==> src/rtl/decimal_convert_arbiter_pkg.sv <==
// decimal_convert_arbiter_pkg: shared FSM states and BCD constants for the converter arbiter
package decimal_convert_arbiter_pkg;
   typedef enum logic [1:0] {IDLE = 2'd0, CONV = 2'd1, RESP = 2'd2} state_t;
   localparam logic [15:0] DEC_MAX = 16'd9999;
   localparam logic [15:0] BCD_SAT = 16'h9999;
endpackage

==> src/rtl/binary_to_decimal.sv <==
// binary_to_decimal: combinational 16-bit binary to 4-digit BCD, saturating at 9999
module binary_to_decimal
   import decimal_convert_arbiter_pkg::*;
(
   input  logic [15:0] binary,
   output logic [15:0] decimal,
   output logic        overflow
);
   logic [15:0] bcd;
   // 14 bits cover every non-saturated operand, so the top two bits only feed the compare
   always_comb begin
      bcd = '0;
      for (int i = 13; i >= 0; i--) begin
         for (int d = 0; d < 4; d++)
            bcd[4*d +: 4] = (bcd[4*d +: 4] > 4'd4) ? bcd[4*d +: 4] + 4'd3 : bcd[4*d +: 4];
         bcd = {bcd[14:0], binary[i]};
      end
   end
   assign overflow = binary > DEC_MAX;
   assign decimal  = overflow ? BCD_SAT : bcd;
endmodule

==> src/rtl/decimal_convert_arbiter.sv <==
// decimal_convert_arbiter: round-robin sharing of one binary_to_decimal among NUM_REQ requesters
module decimal_convert_arbiter
   import decimal_convert_arbiter_pkg::*;
#(
   parameter int NUM_REQ = 4,
   parameter int ID_W    = 2
) (
   input  logic                 clk,
   input  logic                 rst,
   input  logic [NUM_REQ-1:0]   req_valid,
   input  logic [16*NUM_REQ-1:0] req_binary,
   output logic [NUM_REQ-1:0]   req_ready,
   output logic [NUM_REQ-1:0]   rsp_valid,
   input  logic [NUM_REQ-1:0]   rsp_ready,
   output logic [15:0]          rsp_decimal,
   output logic                 rsp_overflow,
   output logic [ID_W-1:0]      rsp_id
);
   state_t          state, state_nxt;
   logic [ID_W-1:0] ptr, win, idx, id;
   logic [15:0]     opnd, dec;
   logic            found, ovf;

   binary_to_decimal u_binary_to_decimal (
      .binary   (opnd),
      .decimal  (dec),
      .overflow (ovf)
   );

   // descending scan so the lowest offset from the pointer is the last, winning, assignment
   always_comb begin
      found = 1'b0;
      win   = '0;
      idx   = '0;
      for (int k = NUM_REQ - 1; k >= 0; k--) begin
         idx = ID_W'((int'(ptr) + k) % NUM_REQ);
         if (req_valid[idx]) begin
            found = 1'b1;
            win   = idx;
         end
      end
   end

   always_comb begin
      state_nxt = state == IDLE ? (found ? CONV : IDLE) :
                  state == CONV ? RESP :
                  state == RESP ? (rsp_ready[rsp_id] ? IDLE : RESP) : IDLE;
      req_ready = (state == IDLE && found) ? NUM_REQ'(1) << win : '0;
      rsp_valid = (state == RESP) ? NUM_REQ'(1) << rsp_id : '0;
   end

   always_ff @(posedge clk) begin
      if (rst) begin
         state        <= IDLE;
         ptr          <= '0;
         opnd         <= '0;
         id           <= '0;
         rsp_decimal  <= '0;
         rsp_overflow <= 1'b0;
         rsp_id       <= '0;
      end else begin
         state <= state_nxt;
         if (state == IDLE && found) begin
            opnd <= req_binary[16*win +: 16];
            id   <= win;
            ptr  <= (win == ID_W'(NUM_REQ - 1)) ? '0 : win + 1'b1;
         end
         if (state == CONV) begin
            rsp_decimal  <= dec;
            rsp_overflow <= ovf;
            rsp_id       <= id;
         end
      end
   end
endmodule
==> config.mk <==
export PLATFORM = sky130hd
export DESIGN_NAME = decimal_convert_arbiter
export DESIGN_NICKNAME = d
export VERILOG_FILES = /design/src/rtl/decimal_convert_arbiter_pkg.sv /design/src/rtl/binary_to_decimal.sv /design/src/rtl/decimal_convert_arbiter.sv
export SDC_FILE = /design/constraint.sdc
export NUM_CORES = 1
export LEC_CHECK = 0
export CAP_MARGIN = 5
export CORE_UTILIZATION = 31
export CTS_CLUSTER_SIZE = 20
export DETAILED_ROUTE_END_ITERATION = 10
export DONT_BUFFER_PORTS = 1
export PLACE_DENSITY_LB_ADDON = 0.25
export SLEW_MARGIN = 10
export SYNTH_ARGS = -nofsm -noshare
export SYNTH_HDL_FRONTEND = slang
export SYNTH_HIERARCHICAL = 1
export SYNTH_SLANG_ARGS = --single-unit
==> constraint.sdc <==
create_clock -name clk -period 7.65 [get_ports clk]
set_input_delay 1.1475 -clock clk [delete_from_list [all_inputs] [get_ports clk]]
set_output_delay 1.1475 -clock clk [all_outputs]
set_load 0.02 [all_outputs]
### Yosys cells after proc, flatten, opt, wreduce, memory -nomap -nowiden

Index checks and enable logic that the tools add are counted.

* eq/ne operators: 3
* add/subtract/negate cells: 30
* shift-type cells: 3
* order comparisons: 32
* multiplexer cells: 53
* reductions and logical operators: 2

Operators with widths (count)
* 4-bit 2-to-1 mux: 26
* 4-bit by 3-bit greater-than comparator with 1-bit output (second input constant): 22
* 4-bit by 2-bit adder with 4-bit output (second input constant): 21
* 64-bit by 7-bit variable part select with 16-bit output: 1
* 2-bit 2-to-1 mux: 9
* 16-bit by 14-bit greater-than comparator with 1-bit output (second input constant): 1
* 16-bit 2-to-1 mux: 1
* 2-bit by 3-bit < comparator with 1-bit output (second input constant): 5
* 3-bit by 2-bit adder with 4-bit output (second input constant): 3
* 3-bit greater-than comparator (second input constant): 4
* 1-bit binary-select mux with 2-bit select: 5
* 1-bit 2-to-1 mux: 10
* 1-bit by 2-bit << shifter with 4-bit output (first input constant): 2
* 3-bit by 2-bit adder with 3-bit output (second input constant): 2
* 3-bit 2-to-1 mux: 2
* 2-bit by 1-bit adder with 2-bit output (second input constant): 2
* 2-bit adder (second input constant): 2
* 2-bit equality test (second input constant): 2
* 2-bit by 1-bit equality test with 1-bit output (second input constant): 1
* 2-bit logical NOT: 1
* 1-bit logical AND: 1

* output and inout bits: 27
* input bits: 74
* register bits after elaboration: 41
* word-level logic and storage cells: 130

### Depth between registers and ports, before layout

* word-level depth: 23
* mapped depth: 39
* gate-level depth less buffers: 36

### Cells and area by module

Netlist, hierarchy kept.

Modules (own cells, without submodules)
* binary_to_decimal: cells an instance 561, area each 3712.3 um^2, instances 1, sequential area each 0.0 um^2
* decimal_convert_arbiter: cells an instance 265, area each 2212.1 um^2, instances 1, sequential area each 820.8 um^2

### Worst setup path before layout

No wires, ideal clock.

* path type: register -> register
* start: reg opnd[11]
* end: reg rsp_decimal[10]
* setup time: 70 ps
* path slack: 431 ps
* path buffers: 5
* data required time: 7580 ps
* data arrival time: 7148 ps
* clock period less this slack: 7219 ps
* stages on the path, launching flop included: 37
* cells stage by stage: dfxtp_1 > inv_1 > ha_1 > inv_1 > ha_1 > nand2b_1 > buf_2 > a2111o_1 > o311a_1 > a31oi_2 > buf_2 > xnor2_1 > a2111oi_0 > a311o_1 > a211o_1 > clkbuf_1 > nor2_1 > o21ai_0 > ha_1 > clkbuf_1 > o31a_1 > nor4_2 > nor2_1 > buf_2 > xnor2_1 > o311a_1 > ha_1 > and3_1 > o221a_2 > a21oi_2 > o311a_1 > inv_1 > ha_1 > or4_1 > nand2_1 > nand2_1 > a21oi_1

* cells in the longest elaborated chain, start to end: 23
* elaborated cells between the ends (all ways): 65
* classes of those cells: add/sub (21); order compare (22); mux (22)

RTL lines
* start, declared: RTL line decimal_convert_arbiter.sv:21 `logic [15:0] opnd, dec;`
* start signal, assigned: RTL line decimal_convert_arbiter.sv:64 `opnd <= req_binary[16*win +: 16];`
* 3-bit by 2-bit adder with 4-bit output or 3-bit greater-than comparator (tied branches): RTL line binary_to_decimal.sv:15 `bcd[4*d +: 4] = (bcd[4*d +: 4] > 4'd4) ? bcd[4*d +: 4] + 4'd3 : bcd[4*d +: 4];`
* 4-bit 2-to-1 mux: RTL line binary_to_decimal.sv:15
* 4-bit by 2-bit adder with 4-bit output or 4-bit by 3-bit greater-than comparator with 1-bit output (tied branches): RTL line binary_to_decimal.sv:15
* 4-bit 2-to-1 mux: RTL line binary_to_decimal.sv:15
* 4-bit by 2-bit adder with 4-bit output or 4-bit by 3-bit greater-than comparator with 1-bit output (tied branches): RTL line binary_to_decimal.sv:15
* 4-bit 2-to-1 mux: RTL line binary_to_decimal.sv:15
* 4-bit by 3-bit greater-than comparator with 1-bit output (tied with other cells): RTL line binary_to_decimal.sv:15
* 4-bit 2-to-1 mux: RTL line binary_to_decimal.sv:15
* (+8 left out)
* 4-bit by 2-bit adder with 4-bit output or 4-bit by 3-bit greater-than comparator with 1-bit output (tied branches): RTL line binary_to_decimal.sv:15
* 4-bit 2-to-1 mux: RTL line binary_to_decimal.sv:15
* 4-bit by 2-bit adder with 4-bit output or 4-bit by 3-bit greater-than comparator with 1-bit output (tied branches): RTL line binary_to_decimal.sv:15
* 4-bit 2-to-1 mux: RTL line binary_to_decimal.sv:15
* 4-bit by 2-bit adder with 4-bit output or 4-bit by 3-bit greater-than comparator with 1-bit output (tied branches): RTL line binary_to_decimal.sv:15
* 4-bit 2-to-1 mux: RTL line binary_to_decimal.sv:15
* 16-bit 2-to-1 mux *: RTL line binary_to_decimal.sv:20 `assign decimal = overflow ? BCD_SAT : bcd;`
* net dec[10]: RTL line decimal_convert_arbiter.sv:21
* end signal, assigned: RTL line decimal_convert_arbiter.sv:58 `rsp_decimal <= '0;`
* end signal, assigned: RTL line decimal_convert_arbiter.sv:69 `rsp_decimal <= dec;`
* end, declared: RTL line decimal_convert_arbiter.sv:15 `output logic [15:0] rsp_decimal,`

The timed path passes the listed nets; every way through them passes the cells marked *.
A chain may end at the register's enable or synchronous reset.

### Final worst setup path

* start: reg opnd[12]
* end: reg rsp_decimal[14]

* cells in the longest elaborated chain, start to end: 23
* elaborated cells between the ends (all ways): 62
* classes of those cells: add/sub (20); order compare (21); mux (21)

RTL lines (RTL line)
* 3-bit by 2-bit adder with 4-bit output or 3-bit greater-than comparator (tied branches): binary_to_decimal.sv:15
* 4-bit 2-to-1 mux: binary_to_decimal.sv:15
* 4-bit by 2-bit adder with 4-bit output or 4-bit by 3-bit greater-than comparator with 1-bit output (tied branches): binary_to_decimal.sv:15
* 4-bit 2-to-1 mux: binary_to_decimal.sv:15
* 4-bit by 3-bit greater-than comparator with 1-bit output or 4-bit by 2-bit adder with 4-bit output (tied branches): binary_to_decimal.sv:15
* 4-bit 2-to-1 mux: binary_to_decimal.sv:15
* 4-bit by 2-bit adder with 4-bit output (tied with other cells): binary_to_decimal.sv:15
* 4-bit 2-to-1 mux: binary_to_decimal.sv:15
* (+8 left out)
* 4-bit by 2-bit adder with 4-bit output or 4-bit by 3-bit greater-than comparator with 1-bit output (tied branches): binary_to_decimal.sv:15
* 4-bit 2-to-1 mux: binary_to_decimal.sv:15
* 4-bit by 2-bit adder with 4-bit output (tied with other cells): binary_to_decimal.sv:15
* 4-bit 2-to-1 mux or 3-bit 2-to-1 mux (tied branches): binary_to_decimal.sv:15
* 4-bit by 3-bit greater-than comparator with 1-bit output or 3-bit by 2-bit adder with 3-bit output (tied branches): binary_to_decimal.sv:15
* 3-bit 2-to-1 mux: binary_to_decimal.sv:15
* 16-bit 2-to-1 mux *: binary_to_decimal.sv:20
* net dec[14]: decimal_convert_arbiter.sv:21

Marked as above.

==> report_table.html <==
<table>
<tr><th>Metric</th><th>Value</th></tr>
<tr><th colspan="2">Logic synthesis</th></tr>
<tr><td>Sequential element share of the synthesized area</td><td>0.139</td></tr>
<tr><td>Async SR Flop Fraction</td><td>0</td></tr>
<tr><td>Synth area leader</td><td>dfxtp_1</td></tr>
<tr><td>Most used flip-flop cell after synthesis</td><td>dfxtp_1</td></tr>
<tr><td>Number of distinct library cell variants in the gate-level netlist after synthesis</td><td>between 100 and 150</td></tr>
<tr><td>Top cells by area in the synthesized netlist</td><td>dfxtp_1, nand2_1, mux2i_1</td></tr>
<tr><td>Total of warnings raised by yosys</td><td>6</td></tr>
<tr><td>Proportion of netlist area held by the largest area contributor</td><td>0.139</td></tr>
<tr><td>Post-synthesis average cell area</td><td>7.17 µm²</td></tr>
<tr><td>Number of flip-flops and latches in the synthesized netlist</td><td>41</td></tr>
<tr><td>Number of enable-type register cells in the synthesized netlist</td><td>0</td></tr>
<tr><td>Synthesized netlist net count</td><td>about 900</td></tr>
<tr><td>Gate count after technology mapping</td><td>826</td></tr>
<tr><td>Syn Std Cell Area</td><td>between 0.005 and 0.006 mm²</td></tr>
<tr><th colspan="2">Worst setup path</th></tr>
<tr><td>Kind of end point of the critical path</td><td>register</td></tr>
<tr><td>Reg2Reg Depth</td><td>31</td></tr>
<tr><td>Critical path peak fanout</td><td>14</td></tr>
<tr><td>Setup CP Type</td><td>register to register</td></tr>
<tr><td>Data required time at the worst endpoint</td><td>7.87 ns</td></tr>
<tr><td>Data arrival, critical path</td><td>7.41 ns</td></tr>
<tr><td>Crit path launch type</td><td>register</td></tr>
<tr><td>Setup slack on the worst flop-to-flop path</td><td>about 0.46 ns</td></tr>
<tr><td>CP max-delay cell</td><td>mux2_2</td></tr>
<tr><td>Highest cell delay on the worst timing path</td><td>0.41 ns</td></tr>
<tr><td>Crit Reg-Reg Startpoint</td><td>opnd[12]</td></tr>
<tr><td>Capturing point of the worst reg2reg path</td><td>rsp_decimal[14]</td></tr>
<tr><th colspan="2">Floorplan</th></tr>
<tr><td>Die area</td><td>0.0197 mm²</td></tr>
<tr><td>Die width</td><td>140 µm</td></tr>
<tr><td>Height of the die</td><td>roughly 140 µm</td></tr>
<tr><td>Core box area</td><td>between 0.015 and 0.02 mm²</td></tr>
<tr><td>Num ports</td><td>101</td></tr>
<tr><td>Count of standard-cell rows</td><td>50</td></tr>
<tr><td>Starting utilization of the core area</td><td>0.317</td></tr>
<tr><th colspan="2">Global routing</th></tr>
<tr><td>Remaining global-route overflow</td><td>0</td></tr>
<tr><td>Number of global-route vias before repair</td><td>between 5000 and 6000</td></tr>
<tr><td>GRT Util Overall</td><td>0.162</td></tr>
<tr><td>Largest net degree at the start of global routing</td><td>27</td></tr>
<tr><td>First-pass GRT wire length</td><td>26900 µm</td></tr>
<tr><td>Antenna violations before repair</td><td>0</td></tr>
<tr><th colspan="2">Timing</th></tr>
<tr><td>Count of final max-slew check failures</td><td>0</td></tr>
<tr><td>RSZ-0062 raised after global routing</td><td>yes</td></tr>
<tr><td>Number of hold violations in the final report</td><td>0</td></tr>
<tr><td>Setup Total Neg Slack</td><td>0 ns</td></tr>
<tr><td>Max transition margin</td><td>0.518</td></tr>
<tr><td>Transition time at the pin with the least slew margin</td><td>0.722 ns</td></tr>
<tr><td>Final period utilization</td><td>0.939</td></tr>
<tr><td>Setup clock skew after layout</td><td>about 0.01 ns</td></tr>
<tr><td>Achievable Freq</td><td>about 140 MHz</td></tr>
<tr><td>Count of endpoints failing setup in the final report</td><td>0</td></tr>
<tr><td>Minimum clock period</td><td>slightly above 7 ns</td></tr>
<tr><td>Post-route worst setup slack</td><td>0.463 ns</td></tr>
<tr><th colspan="2">Placed design</th></tr>
<tr><td>Gpl congestion</td><td>0.847</td></tr>
<tr><td>Pre-CTS worst setup slack</td><td>roughly 0.35 ns</td></tr>
<tr><td>Placed Cells</td><td>1028</td></tr>
<tr><td>Quantity of I/O buffers inserted on ports</td><td>0</td></tr>
<tr><td>HPWL after detailed placement</td><td>12300 µm</td></tr>
<tr><th colspan="2">Detailed routing</th></tr>
<tr><td>Routed wire length</td><td>16400 µm</td></tr>
<tr><td>Drt drc</td><td>0</td></tr>
<tr><td>Length of the first detailed-routing pass in iterations</td><td>5</td></tr>
<tr><td>Antenna violation net count after detailed routing</td><td>0</td></tr>
<tr><td>Via/cell ratio</td><td>5.90</td></tr>
<tr><td>Number of DRC markers after the initial detailed-route iteration</td><td>507</td></tr>
<tr><td>Overall via count from detail_route</td><td>6135</td></tr>
<tr><td>Post-DR wirelength/cell</td><td>between 15 and 20 µm</td></tr>
<tr><th colspan="2">Layout</th></tr>
<tr><td>Utilization after layout</td><td>0.345</td></tr>
<tr><td>Layout cell share with drive strength beyond 1</td><td>0.156</td></tr>
<tr><td>Number of standard cells in the final layout excluding fillers</td><td>1040</td></tr>
<tr><td>Antenna fix cells</td><td>0</td></tr>
<tr><td>Relative area change from synthesis to final layout</td><td>9.00%</td></tr>
<tr><td>Most frequent cells in the layout</td><td>nand2_1, nor2_1, a21oi_1, dfxtp_1, o21ai_0</td></tr>
<tr><td>Most common cell after layout, fill and taps aside</td><td>nand2_1</td></tr>
<tr><td>Post-layout nets</td><td>901</td></tr>
<tr><th colspan="2">Clock network</th></tr>
<tr><td>Max Root-Sink Buffers</td><td>2</td></tr>
<tr><td>Root buf cell</td><td>clkbuf_16</td></tr>
<tr><td>Skew-Pair Late Insertion Delay</td><td>approximately 0.29 ns</td></tr>
<tr><td>Hold buffer count at cts</td><td>0</td></tr>
<tr><td>Clock transition at the registers of the reported paths</td><td>0.06 ns</td></tr>
<tr><td>CTS H-tree lvls</td><td>2</td></tr>
<tr><td>CTS sink count</td><td>41</td></tr>
<tr><td>CTS tree</td><td>done</td></tr>
<tr><td>Total clock buffers created by CTS</td><td>5</td></tr>
<tr><th colspan="2">Min path</th></tr>
<tr><td>Worst Hold Path EP</td><td>rsp_id[0]</td></tr>
<tr><td>Number of stages on the worst hold path</td><td>2</td></tr>
<tr><td>Path category of the worst min-delay check</td><td>register to register</td></tr>
<tr><td>Startpoint of the worst hold path</td><td>id[0]</td></tr>
<tr><th colspan="2">Status</th></tr>
<tr><td>Result of the run</td><td>completed</td></tr>
<tr><th colspan="2">Job</th></tr>
<tr><td>Max-Cap Viols</td><td>0</td></tr>
</table>
[cell type report]
type,instances,area (µm²)
Inverter,33,126
Timing Repair Buffer,36,270
Fill cell,1941,12200
Multi-Input combinational cell,688,4790
Tap cell,234,293
Sequential cell,41,821
Clock buffer,6,139
Clock inverter,2,13.8
[state kept, by name (all words and copies together) (netlist names)]
name          count
opnd             16
rsp_decimal      16
id                2
ptr               2
rsp_id            2
state             2
rsp_overflow      1
[worst max-delay path, delay by kind of cell (launching register included)]
family	cells	cell delay [ns]
adders and majority gates	5	1.30
buffers and inverters	4	0.32
and+or+nand+nor	7	1.50
AOI/OAI and AO/OA	13	2.92
DFF	1	0.40
muxes	2	0.69
[how the worst max path moves through the flow]
stage              from  cells past startpoint         endpoint
2_1_floorplan  opnd[11]                     36  rsp_decimal[10]
3_3_place_gp   opnd[12]                     32  rsp_decimal[10]
3_5_place_dp   opnd[12]                     32  rsp_decimal[10]
4_1_cts        opnd[12]                     32  rsp_decimal[10]
5_1_grt        opnd[12]                     34   rsp_decimal[6]
6_report       opnd[12]                     31  rsp_decimal[14]
[cell usage after synthesis (20+ instances only)]
cell type / number
nand3_1: 30
a21oi_1: 50
ha_1: 22
a211o_1: 23
o21ai_0: 38
inv_1: 31
buf_2: 25
nor2_1: 58
o211ai_1: 20
nor3_1: 31
clkbuf_1: 28
dfxtp_1: 41
mux2i_1: 28
nand2_1: 119
[cell families (layout without fill, tap and decap cells)]
kind of cell	after synthesis	count (layout)	share of synthesized area
adders and majority gates	23	23	0.0482
and+or+nand+nor	314	314	0.255
DFF	41	41	0.139
xor gates and xnor gates	20	20	0.0332
buffers and inverters	97	77	0.0750
AOI/OAI and AO/OA	291	291	0.377
muxes	40	40	0.0735
[stage by stage]
step | hold slack, ns | instance area (µm²)
2_1_floorplan | 0.426 | 5920
3_3_place_gp | 0.454 | 6140
3_5_place_dp | 0.456 | 6140
4_1_cts | 0.468 | 6290
5_1_grt | 0.481 | 6460
6_report | 0.460 | 6460
[repair_timing]
item,4_1_cts,5_1_grt
buffers inserted,0,4
endpoints found under the setup margin,0,12
gates resized for setup,0,29
[metal layers]
layer / track usage / wire length, µm / vias up
met1: 0.211 / 7550 / 2817
li1: - / - / 3072
met3: 0.0185 / 820 / 15
met4: 0.0399 / 184 / 0
met2: 0.282 / 7880 / 231
met5: 0 / 0 / -
Power is left out: the tool's default activity adds up to more than one toggle a clock period on the data nets, which glitch-free logic cannot reach.
==> RTL edit: new RTL, config.mk and constraints unchanged <==
Encoding of `state_t`: now one-hot (3 bits for 3 states).
--- a/src/rtl/decimal_convert_arbiter_pkg.sv
+++ b/src/rtl/decimal_convert_arbiter_pkg.sv
@@ -1,5 +1,5 @@
 // decimal_convert_arbiter_pkg: shared FSM states and BCD constants for the converter arbiter
 package decimal_convert_arbiter_pkg;
-   typedef enum logic [1:0] {IDLE = 2'd0, CONV = 2'd1, RESP = 2'd2} state_t;
+   typedef enum logic [2:0] {IDLE = 3'b001, CONV = 3'b010, RESP = 3'b100} state_t;
    localparam logic [15:0] DEC_MAX = 16'd9999;
    localparam logic [15:0] BCD_SAT = 16'h9999;
Formal check against the unedited RTL: same outputs for any inputs over 4 cycles, from zero or initial values and one cycle with rst high; so few cycles prove little.
==> RTL edit against the original RTL <==
Wire length fell by 3.7%; sequential cell count rose by 1; setup slack improved by 73 ps; design area fell by 1.5%; core utilization rose by 0.51 points; non-clock buffer count rose by 6; highest routed layer unchanged; synthesized area fell by 2.4%; critical path type unchanged; worst hold slack improved by 3.2 ps.
Power is not shown: default switching activity piles up to over one toggle a cycle in this logic, so the estimate is an artifact.
==> RTL edit: results (changes against the original RTL) <==
status -> finished clean
vias -> 6061 (-1.2%)
All-Layer GR Usage -> 0.162 (about the same)
number of port buffers -> 0 (unchanged)
Worst Path Arrival -> 7340 ps (-70 ps)
Yosys warning total -> 6 (unchanged)
Mapped Avg Cell Area -> 7.36 µm² (+2.6%)
Mapped Nets -> 882 (-4.3%)
Final Skew -> 7.15 ps (-2.61 ps)
commonest non-fill, non-tap cell in the layout -> nand2_1
largest net degree at the start of global routing -> 42 (+56%)
Seq/Total Area, Yosys -> 0.145 (+0.00688)
Top Registers -> opnd (16), rsp_decimal (16), state (3)
CP max stage cell -> a211oi_2
number of global-route vias before repair -> 5371 (-0.54%)
Filler cells -> 1982 (+2.1%)
CTS clk-pin slew, worst paths -> 70 ps
Worst Hold Class -> register to register
FFs w/ async S/R, synth -> 0 (unchanged)
clock tree root driver cell -> clkbuf_16
XOR/XNOR Fraction of Synth Area -> 0.0340 (+0.000818)
Routed WL per cell -> 15.7 µm (-0.42%)
crit-path max cell delay -> 550 ps (+140 ps)
placed cells -> 997 (-3.0%)
mux cell area share after synthesis -> 0.103 (+0.0295)
Worst Hold Depth -> 2 (unchanged)
clock buffer count from CTS -> 5 (unchanged)
Synth Area in Adders -> 0.0493 (+0.00119)
placed cell area -> 6090 µm² (-0.86%)
Clock Path Buffers -> 2 (unchanged)
CP max FO -> 8 (-6)
ant diodes -> 0 (unchanged)
DR pass1 iterations -> 5 (unchanged)
Commonest cells post-synth -> nand2_1 (100), nor2_1 (57), a21oi_1 (51)
Slew @ Worst Pin -> 954 ps (+232 ps)
first-pass GRT wire length -> 26300 µm (-2.3%)
DRT iter0 DRCs -> 525 (+3.6%)
Synth Area in Compound Gates -> 0.351 (-0.0262)
Synth area leaders -> dfxtp_1 (15%), mux2i_1 (7.6%), nand2_1 (6.5%)
H-tree levels -> 2 (unchanged)
worst r2r path cells -> 32 (+3.2%)
final net count -> 872 (-3.2%)
delay-heaviest family, CP -> compound AO/OA/AOI/OAI gates
Placer Congestion -> 0.883 (+4.3%)
number of antenna violations at the first check in global routing -> 0 (unchanged)
DPL Wire Length -> 12000 µm (-2.5%)
Yosys cell types -> 100 (-4.8%)
fraction of layout cells with a size suffix above 1 -> 0.152 (-0.00446)
Post-Route WL -> 15800 µm (-3.7%)
==> RTL edit: cell types whose count changed after synthesis, sizes merged, moves of 3 or more <==
cell    delta
a211o     -16
and3       +3
clkbuf     -3
mux2i     +16
nand2     -19
nand3     -16
nand3b    +16
o211ai    -15
o21ai     -15
o221ai    +16
==> RTL edit: through the flow <==
stage,utilization,worst slack (ps)
finish,0.350,537
global route,0.350,-19.1
CTS,0.344,400
detailed placement,0.336,438
floorplan,-,432
global placement,0.336,535
==> RTL edit: cells by family after synthesis <==
kind of cell    after synthesis
flops                        42
buf+inv                      90
fa+ha+maj                    23
compound gates              263
xor+xnor                     20
mux                          56
simple gates                292
==> RTL edit: per-layer routing <==
layer / track usage / wire (µm) / part of all wire
met1: 0.225 / 7540 / 0.48
met2: 0.260 / 7270 / 0.46
met3: 0.0238 / 822 / 0.052
met4: 0.0402 / 208 / 0.013
met5: 0 / 0 / 0
==> RTL edit: repair_timing <==
action                                  in CTS  in global routing
endpoints found under the setup margin       0                 10
hold buffers                                 0                  0
resized for setup                            0                 26
setup buffers                                0                  1
==> RTL edit: cell type report <==
class                           instances  area (µm²)  area share
Inverter                               31         116      0.0183
Clock buffer                            5         125      0.0197
Tap cell                              229         287      0.0451
Multi-Input combinational cell        654        4650       0.731
Clock inverter                          3        23.8     0.00374
Timing Repair Buffer                   42         315      0.0496
Sequential cell                        42         841       0.132
==> RTL edit: final timing paths <==
| check | startpoint | end | slack [ps] |
|---|---|---|---|
| worst max register to register | opnd[12] | rsp_decimal[10] | 540 |
| worst max-delay path | opnd[12] | rsp_decimal[10] | 540 |
| worst min-delay path | id[0] | rsp_id[0] | 460 |
| worst min register to register | id[0] | rsp_id[0] | 460 |
